==> config.mk <==
export PLATFORM = sky130hd
export DESIGN_NAME = adc_scan_ctrl
export DESIGN_NICKNAME = d
export VERILOG_FILES = /design/src/rtl/adc_scan_pkg.sv /design/src/rtl/adc_scan_sched.sv /design/src/rtl/adc_scan_ctrl.sv
export SDC_FILE = /design/constraint.sdc
export NUM_CORES = 1
export LEC_CHECK = 0
export CORE_UTILIZATION = 54
export CTS_CLUSTER_DIAMETER = 80
export DETAILED_ROUTE_END_ITERATION = 7
export GPL_TIMING_DRIVEN = 0
export PLACE_DENSITY = 0.82
export REMOVE_ABC_BUFFERS = 1
export SYNTH_ARGS = -nofsm -noshare
export SYNTH_HDL_FRONTEND = slang
export SYNTH_SLANG_ARGS = --single-unit
==> constraint.sdc <==
create_clock -name sys_clk_adc -period 2.6 [get_ports sys_clk_adc]
set_input_delay 0.52 -clock sys_clk_adc [delete_from_list [all_inputs] [get_ports sys_clk_adc]]
set_output_delay 0.52 -clock sys_clk_adc [all_outputs]
set_load 0.02 [all_outputs]
==> src/rtl/adc_scan_pkg.sv <==
// Shared types and constants for the ADC scan controller.
package adc_scan_pkg;

  localparam int unsigned ADC_BITS = 16;
  localparam int unsigned NUM_CH   = 7;
  localparam int unsigned CH_W     = 3;

  typedef enum logic [2:0] {
    StIdle,
    StSettle,
    StConv,
    StRead,
    StWait
  } state_e;

endpackage

==> src/rtl/adc_scan_sched.sv <==
// Channel scheduler: picks the next enabled channel above the current one,
// wrapping to the lowest enabled channel, and flags the wrap.
module adc_scan_sched
  import adc_scan_pkg::*;
(
  input  logic [NUM_CH-1:0] ch_mask,
  input  logic [CH_W-1:0]   cur_ch,
  input  logic              cur_valid,
  output logic              any_ch,
  output logic [CH_W-1:0]   next_ch,
  output logic              wrap
);

  logic [CH_W-1:0] lowest;
  logic [CH_W-1:0] above;
  logic            above_found;

  always_comb begin
    lowest      = '0;
    above       = '0;
    above_found = 1'b0;
    any_ch      = 1'b0;
    // Descending scan so the last hit is the lowest qualifying bit.
    for (int i = NUM_CH - 1; i >= 0; i--) begin
      if (ch_mask[i]) begin
        lowest = CH_W'(i);
        any_ch = 1'b1;
        if (CH_W'(i) > cur_ch) begin
          above       = CH_W'(i);
          above_found = 1'b1;
        end
      end
    end
    // Before the first selection the pointer is meaningless: start at the lowest bit.
    next_ch = (cur_valid && above_found) ? above : lowest;
    wrap    = cur_valid && !above_found;
  end

endmodule

==> src/rtl/adc_scan_ctrl.sv <==
// Multi-channel ADC scan sequencer: settle, convert, serial read, slot padding.
// Optional build macro ADC_SCAN_TEST_PATTERN_EN adds an internal ramp source selected by test_mode.
module adc_scan_ctrl
  import adc_scan_pkg::*;
#(
  parameter int unsigned SETTLE_CYC = 4,
  parameter int unsigned CNV_CYC    = 4
) (
  input  logic                sys_clk_adc,
  input  logic                rst,
  input  logic                enable,
  input  logic [NUM_CH-1:0]   ch_mask,
  input  logic [7:0]          conv_period,
  input  logic                test_mode,
  input  logic                ADC_SDO,
  output logic                CNV,
  output logic                ADC_SCK,
  output logic [NUM_CH-1:0]   CH_en,
  output logic [ADC_BITS-1:0] sample_data,
  output logic [CH_W-1:0]     sample_ch,
  output logic                sample_valid,
  input  logic                sample_ready,
  output logic                overflow,
  output logic [7:0]          frame_count,
  output logic                busy
);

  localparam int unsigned MIN_SLOT   = SETTLE_CYC + CNV_CYC + 33;
  localparam logic [15:0] SETTLE_END = 16'(SETTLE_CYC - 1);
  localparam logic [15:0] CONV_END   = 16'(SETTLE_CYC + CNV_CYC - 1);
  localparam logic [15:0] MIN_LAST   = 16'(MIN_SLOT - 1);

  state_e              state_q, state_d;
  logic [15:0]         slot_cnt_q;
  logic [15:0]         slot_last;
  logic [4:0]          rd_cnt_q;
  logic [ADC_BITS-2:0] shreg_q;
  logic [ADC_BITS-1:0] captured;
  logic [CH_W-1:0]     cur_ch_q;
  logic                cur_valid_q;
  logic [7:0]          frame_count_q;
  logic [ADC_BITS-1:0] sample_data_q;
  logic [CH_W-1:0]     sample_ch_q;
  logic                sample_valid_q;
  logic                overflow_q;
  logic                enable_q;
  logic                select;
  logic                done;
  logic                shift_en;
  logic                shift_bit;
  logic                any_ch;
  logic [CH_W-1:0]     next_ch;
  logic                wrap;

  adc_scan_sched u_sched (
    .ch_mask   (ch_mask),
    .cur_ch    (cur_ch_q),
    .cur_valid (cur_valid_q),
    .any_ch    (any_ch),
    .next_ch   (next_ch),
    .wrap      (wrap)
  );

  // Last slot cycle index: max(conv_period, MIN_SLOT) - 1.
  assign slot_last = ({8'd0, conv_period} > MIN_LAST) ? ({8'd0, conv_period} - 16'd1) : MIN_LAST;

  always_comb begin
    state_d = state_q;
    select  = 1'b0;
    if (!enable) begin
      state_d = StIdle;
    end else begin
      case (state_q)
        StIdle: begin
          if (any_ch) begin
            state_d = StSettle;
            select  = 1'b1;
          end
        end
        StSettle: if (slot_cnt_q == SETTLE_END) state_d = StConv;
        StConv:   if (slot_cnt_q == CONV_END) state_d = StRead;
        StRead:   if (rd_cnt_q == 5'd31) state_d = StWait;
        StWait: begin
          if (slot_cnt_q >= slot_last) begin
            if (any_ch) begin
              state_d = StSettle;
              select  = 1'b1;
            end else begin
              state_d = StIdle;
            end
          end
        end
        default: state_d = StIdle;
      endcase
    end
  end

  // SCK is low on even read cycles, so odd cycles hold the rising edge.
  assign shift_en = (state_q == StRead) && rd_cnt_q[0];
  assign done     = enable && (state_q == StRead) && (rd_cnt_q == 5'd31);
  assign captured = {shreg_q, shift_bit};

`ifdef ADC_SCAN_TEST_PATTERN_EN
  logic [ADC_BITS-1:0] ramp_q;

  always_ff @(posedge sys_clk_adc or posedge rst) begin
    if (rst) begin
      ramp_q <= '0;
    end else if (done) begin
      ramp_q <= ramp_q + 16'd1;
    end
  end

  assign shift_bit = test_mode ? ramp_q[4'd15 - rd_cnt_q[4:1]] : ADC_SDO;
`else
  logic unused_test_mode;
  assign unused_test_mode = test_mode;
  assign shift_bit        = ADC_SDO;
`endif

  always_ff @(posedge sys_clk_adc or posedge rst) begin
    if (rst) begin
      state_q        <= StIdle;
      slot_cnt_q     <= '0;
      rd_cnt_q       <= '0;
      shreg_q        <= '0;
      cur_ch_q       <= '0;
      cur_valid_q    <= 1'b0;
      frame_count_q  <= '0;
      sample_data_q  <= '0;
      sample_ch_q    <= '0;
      sample_valid_q <= 1'b0;
      overflow_q     <= 1'b0;
      enable_q       <= 1'b0;
    end else begin
      state_q  <= state_d;
      enable_q <= enable;
      if (select) begin
        slot_cnt_q  <= '0;
        cur_ch_q    <= next_ch;
        cur_valid_q <= 1'b1;
        if (wrap) frame_count_q <= frame_count_q + 8'd1;
      end else if (state_q != StIdle) begin
        slot_cnt_q <= slot_cnt_q + 16'd1;
      end
      rd_cnt_q <= (state_q == StRead && state_d == StRead) ? rd_cnt_q + 5'd1 : '0;
      if (shift_en) shreg_q <= captured[ADC_BITS-2:0];
      if (done) begin
        if (sample_valid_q && !sample_ready) begin
          overflow_q <= 1'b1;
        end else begin
          sample_data_q  <= captured;
          sample_ch_q    <= cur_ch_q;
          sample_valid_q <= 1'b1;
        end
      end else if (sample_valid_q && sample_ready) begin
        sample_valid_q <= 1'b0;
      end
      if (enable && !enable_q) overflow_q <= 1'b0;
    end
  end

  assign CNV          = (state_q == StConv);
  assign ADC_SCK      = (state_q == StRead) ? rd_cnt_q[0] : 1'b1;
  assign CH_en        = (state_q != StIdle) ? (NUM_CH'(1) << cur_ch_q) : '0;
  assign busy         = (state_q != StIdle);
  assign sample_data  = sample_data_q;
  assign sample_ch    = sample_ch_q;
  assign sample_valid = sample_valid_q;
  assign overflow     = overflow_q;
  assign frame_count  = frame_count_q;

endmodule

* Word level (Yosys, flattened, before mapping) *
Index checks and enable logic that the tools add are counted.

cells by class
  equal/unequal tests = 9
  $add $sub $neg = 4
  reduce and logical (&&, ||, !) cells = 22
  order comparisons = 9
  shift-type cells = 1
  mux-type cells = 67
  bitwise logic cells = 1

operators by type and width
  operator               count
  $mux 3                 28
  $mux 16                3
  $mux 1                 32
  $add 16x1->16 const B  1
  $eq 16x2->1 const B    1
  $eq 16x3->1 const B    1
  $ge 16x16->1           1
  $pmux 3 s5             1
  $eq 3x2->1 const B     3
  $gt 3x3->1 const A     3
  $logic_and 1x1->1      9
  $sub 8x1->9 const B    1
  $add 8x1->8 const B    1
  $gt 8x6->1 const B     1
  $reduce_and 2->1       4
  $reduce_bool 2->1      4
  $mux 7                 1
  $shl 1x3->7 const A    1
  $gt 1x3->1 const A     2
  $gt 2x3->1 const A     2
  $add 5x1->5 const B    1
  $eq 5x5->1 const B     1
  $mux 5                 1
  $eq 3x1->1 const B     1
  other kinds (7)        9

storage, ports and cells
  register bits = 73
  output and inout bits = 39
  word-level logic and storage cells = 125
  bits of input ports = 21

* Longest topological paths before layout *
Gate-level depths: netlist of run 1.

  word-level depth = 18
  depth in mapped cells = 15
  depth with buffers taken out = 13

* By module *
Synthesis of run 1 repeated with hierarchy kept, for this count alone.

second synthesis, totals
  cell total of the unflattened synthesis = 377
  area total of the unflattened synthesis = 4008.8 um^2

modules (own cells, without submodules)
  module          cells an instance  instances  area each (um^2)
  adc_scan_ctrl   332                1          3722.3
  adc_scan_sched  45                 1          286.5

* Worst setup path before layout of run 1 *
OpenSTA, ideal clock, no wires.

  path type = input-to-reg
  from = in conv_period[0]
  to = reg cur_ch_q[2]
  setup slack = -0.662 ns
  arrival = 3.137 ns
  stages = 14
  buffers on the path = 1
  cells stage by stage = inv_1 -> ha_1 -> nand2b_1 -> a21o_1 -> a211oi_1 -> or2_2 -> ha_1 -> nor2b_1 -> o211a_1 -> o311ai_2 -> and3_1 -> a21oi_2 -> buf_6 -> mux2_4

between the ends
  cells in the longest elaborated chain, start to end = 6

RTL lines
  item                                       line                  RTL
  start: declaration                         adc_scan_ctrl.sv:13   input logic [7:0] conv_period,
  $sub 8x1->9 or $gt 8x6->1 (tied branches)  adc_scan_ctrl.sv:65   assign slot_last = ({8'd0, conv_period} > MIN_LAST) ? ({8'd0, conv_period} - 16'd1) : MIN_LAST;
  $mux 16 *                                  adc_scan_ctrl.sv:65
  $ge 16x16->1 *                             adc_scan_ctrl.sv:84   if (slot_cnt_q >= slot_last) begin
  $mux 1 *                                   adc_scan_ctrl.sv:84
  $pmux 1 s2 *                               adc_scan_ctrl.sv:73   case (state_q)
  $mux 1 *                                   adc_scan_ctrl.sv:70   if (!enable) begin
  end signal: assignment                     adc_scan_ctrl.sv:140  cur_ch_q <= next_ch;
  end: declaration                           adc_scan_ctrl.sv:39   logic [CH_W-1:0] cur_ch_q;

Mark *: on every way between the ends. The rest lies on a longest branch, timed or not.
A chain may end at the register's enable or synchronous reset.

* Worst setup path after layout of run 1 *
  from = in conv_period[1]
  to = reg cur_ch_q[2]

Same word-level chain as after synthesis.

==> flow_summary_export.csv, run 1 <==
group,metric,value,unit
clock_network,cts-root-buf,"clkbuf_8",
critical_path,cp.arrival,3080,ps
sta,max_slew.worst_pin.slew,893,ps
critical_path,start_kind,"input pin",
critical_path,path_class,"input pin to register",
floorplan,rows,30,
run_status,status,"finished with violations",
floorplan,core,6940,um^2
sta,setup_viol,30,
sta,finalHoldViolCount,0,
clock_network,cts_buffers,9,
floorplan,initial_core_util,57.2,%
critical_path,cp-end-kind,"register",
cells_and_area,area_growth,29.6,%
logic_synthesis,synthArstFlopShare,100,%
grt,antenna_found_initial,0,
logic_synthesis,syn_area_per_cell,10.2,um^2
sta,slew_viol_final,0,
logic_synthesis,ys_seq_elements,73,
detailed_routing,totalWireLength,9010,um
grt,grt_max_degree,74,
critical_path,cp_cell_sequence,"buf_8, inv_4, ha_4, nand2b_4, a21o_1, a211oi_4, or2_4, ha_4, nor2b_4, o211a_1, o311ai_4, and3_4, a21oi_4, mux2_4",
detailed_routing,drtAntennaViolNets,0,
power,power-per-cell-area,626,nW/um^2
place,port_buffers,58,
place,place_congestion,0.843,
detailed_routing,num_vias,3229,
grt,grtUsageTotal,24.4,%
clock_network,clock_latency,360,ps
critical_path,required,2840,ps
critical_path,critPathMaxStageDelay,310,ps
cells_and_area,nFillCells,487,
critical_path,cp_max_fo,6,
sta,relSlewSlack,40.5,%
sta,final.min_clock_period,2840,ps
floorplan,ios,60,
floorplan,die_h,87.8,um
run_status,violations,"negative setup slack",
floorplan,die_x,87.8,um
logic_synthesis,synth_flop_cell,"dfrtp_1",
cells_and_area,diodes,0,
sta,setup_ws,-241,ps
clock_network,cts_hold_buf,0,
sta,max_freq,0.352,GHz
logic_synthesis,netlist_instances,388,
clock_network,clkTransAtPathRegs,80,ps
clock_network,clockBufferDepth,2,
clock_network,h-tree-depth,3,
grt,grt_pass1_vias,3032,
place,detailed_place_hpwl,5780,um
critical_path,startpoint,"conv_period[1]",
detailed_routing,drt-initial-drc-count,215,
sta,clock-skew-final,10.4,ps
floorplan,die-area,7700,um^2
place,pre_cts_slack,-1800,ps
run,drv_cap,0,
sta,rsz0062_at_grt,"true",
critical_path,reg2reg_from,"slot_cnt_q[14]",
logic_synthesis,ys_types,52,
critical_path,cpMostUsedCell,"ha_4",
critical_path,crit_cells,14,
detailed_routing,drc,0,
critical_path,setup.worst_path.end,"cur_ch_q[2]",
cells_and_area,nets,507,
power,power_leakage,0.00230,uW
grt,gr-total-overflow,0,
critical_path,r2r_cells,7,
clock_network,cts_sinks,73,
detailed_routing,post_drt_via_cell_ratio,5.70,
logic_synthesis,ys_warn_count,0,
critical_path,crit_buf_inv,2,
cells_and_area,stdcell_area,5150,um^2
grt,grt_pass1_wl,14300,um
logic_synthesis,synth_edf_count,0,
clock_network,cts_tree,"built",
worst_hold_path,min-delay-path-class,"register to register",
sta,post-route-period-util,109,%
critical_path,crit_slowest_cell,"a211oi_4",
critical_path,crit_family,"compound AO/OA/AOI/OAI gates",
critical_path,r2r_slack,90,ps
detailed_routing,drtPass1Iterations,5,
power,vdd_ir_drop_max,0.000547,V
logic_synthesis,synth_seq_area_share,46.0,%
place,dpl_cell_area,4630,um^2
detailed_routing,routedWlPerCell,15.9,um
logic_synthesis,netlist_area,3970,um^2
critical_path,rr_endpoint,"cur_ch_q[0]",
cells_and_area,drive_gt1_share,21.7,%
## area by class of cell
class	count	area [um^2]	area share, %
Sequential cell	73	1830	35.5
Timing Repair Buffer	69	687	13.3
Clock inverter	7	76.3	1.48
Inverter	16	68.8	1.34
Multi-Input combinational cell	296	2240	43.6
Tap cell	96	120	2.33
Clock buffer	9	124	2.41
## report_power, final
part           internal [uW]  switching [uW]  total, uW
Clock                    449             457        906
Sequential              1210             170       1380
Combinational            443             492        935
## cells in the mapped netlist, drive strengths merged, types with 2 or more instances
library cell / count / share of area [%]
o311ai: 2 / 0.82
nor3: 9 / 1.4
inv: 15 / 1.4
a211oi: 2 / 0.38
a21o: 2 / 0.38
nor2: 47 / 4.4
a31oi: 4 / 0.63
nand2b: 9 / 1.4
o21ai: 7 / 0.88
buf: 10 / 1.6
or2: 3 / 0.47
dfrtp: 73 / 46
xnor2: 15 / 3.3
xor2: 11 / 2.4
nand3: 17 / 2.1
a21oi: 19 / 2.5
nor4b: 2 / 0.82
o31ai: 2 / 0.38
nor3b: 2 / 0.38
nor4: 6 / 0.95
and3: 9 / 1.4
mux2: 36 / 10
nor2b: 6 / 0.95
ha: 21 / 6.6
nand2: 32 / 3.1
o21bai: 2 / 0.38
nand4: 7 / 1.1
nand3b: 4 / 0.76
## kinds of logic after synthesis
logic type	count (synthesis)	share of synthesized area, %
adders and majority gates	21	6.62
AOI/OAI and AO/OA	46	7.56
other	1	0.0944
and+or+nand+nor	157	20.1
buffers and inverters	27	3.21
xor gates and xnor gates	26	5.73
DFF	73	46.0
muxes	37	10.6
## per-stage QoR
step | util (%) | cells | power, uW | hold WS, ps | TNS (ps)
6_report | 74.1 | 566 | 3220 | 472 | -3890
5_1_grt | 74.1 | 566 | 3370 | 511 | -6530
4_1_cts | 72.0 | 562 | 3150 | 480 | -2140
3_5_place_dp | 66.7 | 538 | 2180 | 469 | -44570
3_3_place_gp | 66.7 | 538 | 2150 | 464 | -107760
2_1_floorplan | - | 384 | 1890 | 457 | -13600
## routing by layer
layer	part of all wire (%)	vias up	GRT usage, %
li1	-	1504	-
met1	43	1604	32.1
met2	50	99	38.8
met3	4.3	22	5.18
met4	2.3	0	11.5
met5	0	-	0
## worst min-delay path by stage
stage	start	end	slack, ps	depth (start not counted)
finish	frame_count[7]	frame_count[7]	470	1
global route	sample_data[2]	sample_data[2]	510	1
CTS	frame_count[7]	frame_count[7]	480	1
detailed placement	frame_count[7]	frame_count[7]	470	1
global placement	sample_ch[1]	sample_ch[1]	460	2
floorplan	cur_valid_q	cur_valid_q	460	1
## timing repair
action,CTS,global route
gates resized for setup,45,29
pin swaps,13,11
endpoints found under the setup margin,34,53
gates cloned,1,0
buffers inserted,7,4
## placed cells by master (no fill, tap or decap), types with 3 or more instances in the layout
cell type,synthesis,routed
dfrtp_1,73,72
and3_1,9,8
conb_1,1,8
nor2_4,0,9
clkdlybuf4s50_1,0,50
clkbuf_8,0,9
nor4_1,6,5
xor2_1,11,11
nand2_1,31,30
nor2_2,0,3
nand3b_1,4,4
nand2b_1,9,8
nor3_1,8,7
inv_4,0,3
ha_1,21,19
mux2_2,30,30
inv_1,15,12
dlygate4sd2_1,0,4
nor2_1,47,35
buf_4,1,7
xnor2_1,15,15
a31oi_1,4,4
mux2_1,4,4
nand4_1,7,7
a21oi_1,18,17
nor2b_1,6,5
o21ai_0,7,6
buf_6,2,3
nand3_1,17,15
## sequential cells by signal, indices dropped and copies added, names as in the netlist, 3 cells and up
register	flops
sample_data	16
rd_cnt_q	5
sample_ch	3
shreg_q	15
state_q	3
cur_ch_q	3
frame_count	8
slot_cnt_q	16
Power figures use the tool's default switching activity.
==> run 2: changes to the inputs <==
Settings changed: CORE_UTILIZATION 54 to 64, DONT_BUFFER_PORTS set to 1, SYNTH_HIERARCHICAL set to 1.
==> flow_summary_export.csv, run 2 <==
group,metric,value,unit
floorplan,initial_core_util,66.9,%
place,place_congestion,0.822,
floorplan,rows,28,
detailed_routing,drt-initial-drc-count,151,
logic_synthesis,syn_area_per_cell,10.6,um^2
clock_network,cts-root-buf,"clkbuf_8",
grt,grt_max_degree,74,
cells_and_area,nets,439,
logic_synthesis,synthSimpleGateAreaFrac,18.8,%
power,swShare,33.8,%
floorplan,ios,60,
cells_and_area,nFillCells,347,
run_status,violations,"negative setup slack",
logic_synthesis,synth_xor_area_share,5.68,%
logic_synthesis,netlist_top_cells_area,"dfrtp_1 (46%), mux2_2 (10%), ha_1 (6.6%)",
place,place_inst,449,
critical_path,start_kind,"input pin",
sta,max_freq,0.371,GHz
logic_synthesis,synthAdderAreaFrac,6.55,%
logic_synthesis,yosys.area.top_type,"dfrtp_1",
detailed_routing,post_drt_via_cell_ratio,6.21,
critical_path,cp_cell_sequence,"clkinv_8, ha_4, nand2b_4, a21o_1, a211oi_4, or2_4, ha_4, nor2b_4, o211a_1, o311ai_4, buf_6, a31oi_4, mux2_4",
cells_and_area,area_growth,15.3,%
detailed_routing,totalWireLength,8430,um
critical_path,cp.arrival,2930,ps
logic_synthesis,synth_edf_count,0,
power,power_leakage,0.00215,uW
sta,setup_ws,-96.2,ps
grt,grtUsageTotal,25.7,%
logic_synthesis,ys_types,54,
power,p_comb_share,24.4,%
place,pre_cts_slack,-1220,ps
critical_path,path_class,"input pin to register",
power,seq_power_share,44.5,%
logic_synthesis,netlist_area,4010,um^2
logic_synthesis,synthArstFlopShare,100,%
sta,relSlewSlack,40.4,%
floorplan,die-area,6580,um^2
clock_network,cts_buffers,9,
grt,gr-total-overflow,0,
logic_synthesis,muxShareOfSynthArea,11.9,%
logic_synthesis,ys_seq_elements,73,
power,power.internal,2140,uW
sta,post-route-period-util,104,%
sta,final.min_clock_period,2700,ps
critical_path,cpMostUsedCell,"ha_4",
floorplan,core,5990,um^2
grt,antenna_found_initial,0,
place,detailed_place_hpwl,5050,um
worst_hold_path,min-delay-path-class,"input pin to register",
logic_synthesis,synth_compound_area_share,8.46,%
clock_network,clkTransAtPathRegs,90,ps
critical_path,required,2830,ps
detailed_routing,drtPass1Iterations,4,
sta,slew_viol_final,0,
grt,grt_pass1_vias,2730,
logic_synthesis,ys_warn_count,6,
cells_and_area,layout_common_cells,"dfrtp_1 (73), mux2_2 (35), nor2_1 (33)",
cells_and_area,diodes,0,
cells_and_area,drive_gt1_share,26.1,%
logic_synthesis,netlist_instances,377,
logic_synthesis,synth_flop_cell,"dfrtp_1",
detailed_routing,drc,0,
critical_path,cp_max_fo,8,
critical_path,critPathMaxStageDelay,340,ps
grt,grt_pass1_wl,12600,um
run_status,status,"finished with violations",
sta,clock-skew-final,13.8,ps
place,port_buffers,0,
logic_synthesis,synth_top_family_by_area,"simple AND/OR/NAND/NOR gates",
clock_network,h-tree-depth,3,
logic_synthesis,synth_seq_area_share,45.6,%
power,power.switching,1100,uW
clock_network,cts_tree,"built",
power,vdd_ir_drop_max,0.000490,V
critical_path,cp-end-kind,"register",
clock_network,cts_sinks,73,
cells_and_area,final_common_cell,"dfrtp_1",
critical_path,crit_slowest_cell,"mux2_4",
cells_and_area,fin_cells,477,
sta,setup_viol,9,
sta,max_slew.worst_pin.slew,894,ps
detailed_routing,drtAntennaViolNets,0,
sta,finalHoldViolCount,0,
detailed_routing,num_vias,2963,
sta,rsz0062_at_grt,"true",
floorplan,die_h,81.1,um
run,drv_cap,0,
logic_synthesis,synth_most_common_cell,"dfrtp_1",
logic_synthesis,synth_top_area_share,45.6,%
floorplan,die_x,81.1,um
logic_synthesis,netlist_top_cells_count,"dfrtp_1 (73), nor2_1 (41), mux2_2 (37)",
clock_network,clock_latency,360,ps
clock_network,clockBufferDepth,2,
power,p_clk_share,31.1,%
power,power-per-cell-area,701,nW/um^2
detailed_routing,routedWlPerCell,17.7,um
run 2: critical path, delay by kind of cell:
kind	cells	cell delay, ps
buffers and inverters	2	190
AO/OA/AOI/OAI	5	1170
multiplexers	1	340
AND/OR/NAND/NOR	3	360
adder cells (fa/ha/maj)	2	330
run 2: area by class of cell:
cell class / instances / area, um^2 / share of cell area [%]
Multi-Input combinational cell: 290 / 2300 / 49.7
Sequential cell: 73 / 1830 / 39.5
Clock buffer: 9 / 124 / 2.68
Clock inverter: 7 / 104 / 2.25
Timing Repair Buffer: 11 / 103 / 2.22
Tap cell: 75 / 93.8 / 2.03
Inverter: 12 / 72.6 / 1.57
run 2: path summary, 6_finish.rpt:
| check | startpoint | endpoint | slack, ps | cells after the start |
|---|---|---|---|---|
| worst max-delay path | conv_period[0] | frame_count[1] | -100 | 13 |
| worst min-delay path | enable | enable_q | 180 | 0 |
| worst max register to register | slot_cnt_q[15] | frame_count[1] | 240 | 7 |
| worst min register to register | enable_q | overflow | 520 | 2 |
| max in group asynchronous | rst | slot_cnt_q[8] | 1790 | 1 |
| min in group asynchronous | rst | frame_count[5] | 230 | 1 |
run 2: what timing repair did:
item / CTS / global route
setup buffers: 8 / 6
pin swaps: 12 / 18
setup endpoints to repair: 30 / 32
cloned: 1 / 0
hold buffers: 0 / 0
gates resized for setup: 19 / 27
run 2: cell families (layout without fill, tap and decap cells):
kind of cell	after synthesis	after routing
adders and majority gates	21	21
DFF	73	73
and+or+nand+nor	148	148
muxes	42	42
xor gates and xnor gates	26	26
AOI/OAI and AO/OA	44	45
buffers and inverters	22	39
other	1	8
run 2: through the flow:
| stage | hold WS, ps | area [um^2] | total power (uW) | setup TNS [ps] | utilization (%) |
|---|---|---|---|---|---|
| floorplan | 469 | 3960 | 1920 | -14570 | - |
| global route | 168 | 4620 | 3400 | -2530 | 77.2 |
| detailed placement | 493 | 4060 | 2050 | -27510 | 67.7 |
| finish | 183 | 4620 | 3240 | -589 | 77.2 |
| global placement | 479 | 4050 | 2030 | -61730 | 67.7 |
| CTS | 174 | 4440 | 3100 | -2.17 | 74.1 |
run 2: power by group through the flow:
stage	registers [uW]	clock network [uW]	logic, uW
floorplan	1410	0	514
CTS	1430	1020	655
finish	1440	1010	790
detailed placement	1450	0	602
global route	1470	1060	863
global placement	1450	0	583
run 2: metal layers:
metal  up-vias  global-route usage, %  part of all wire (%)
li1       1373                      -                     -
met1      1463                   32.4                    41
met2       110                   42.9                    51
met3        17                   5.62                   6.2
met4         0                   10.7                   1.8
met5         -                      0                     0
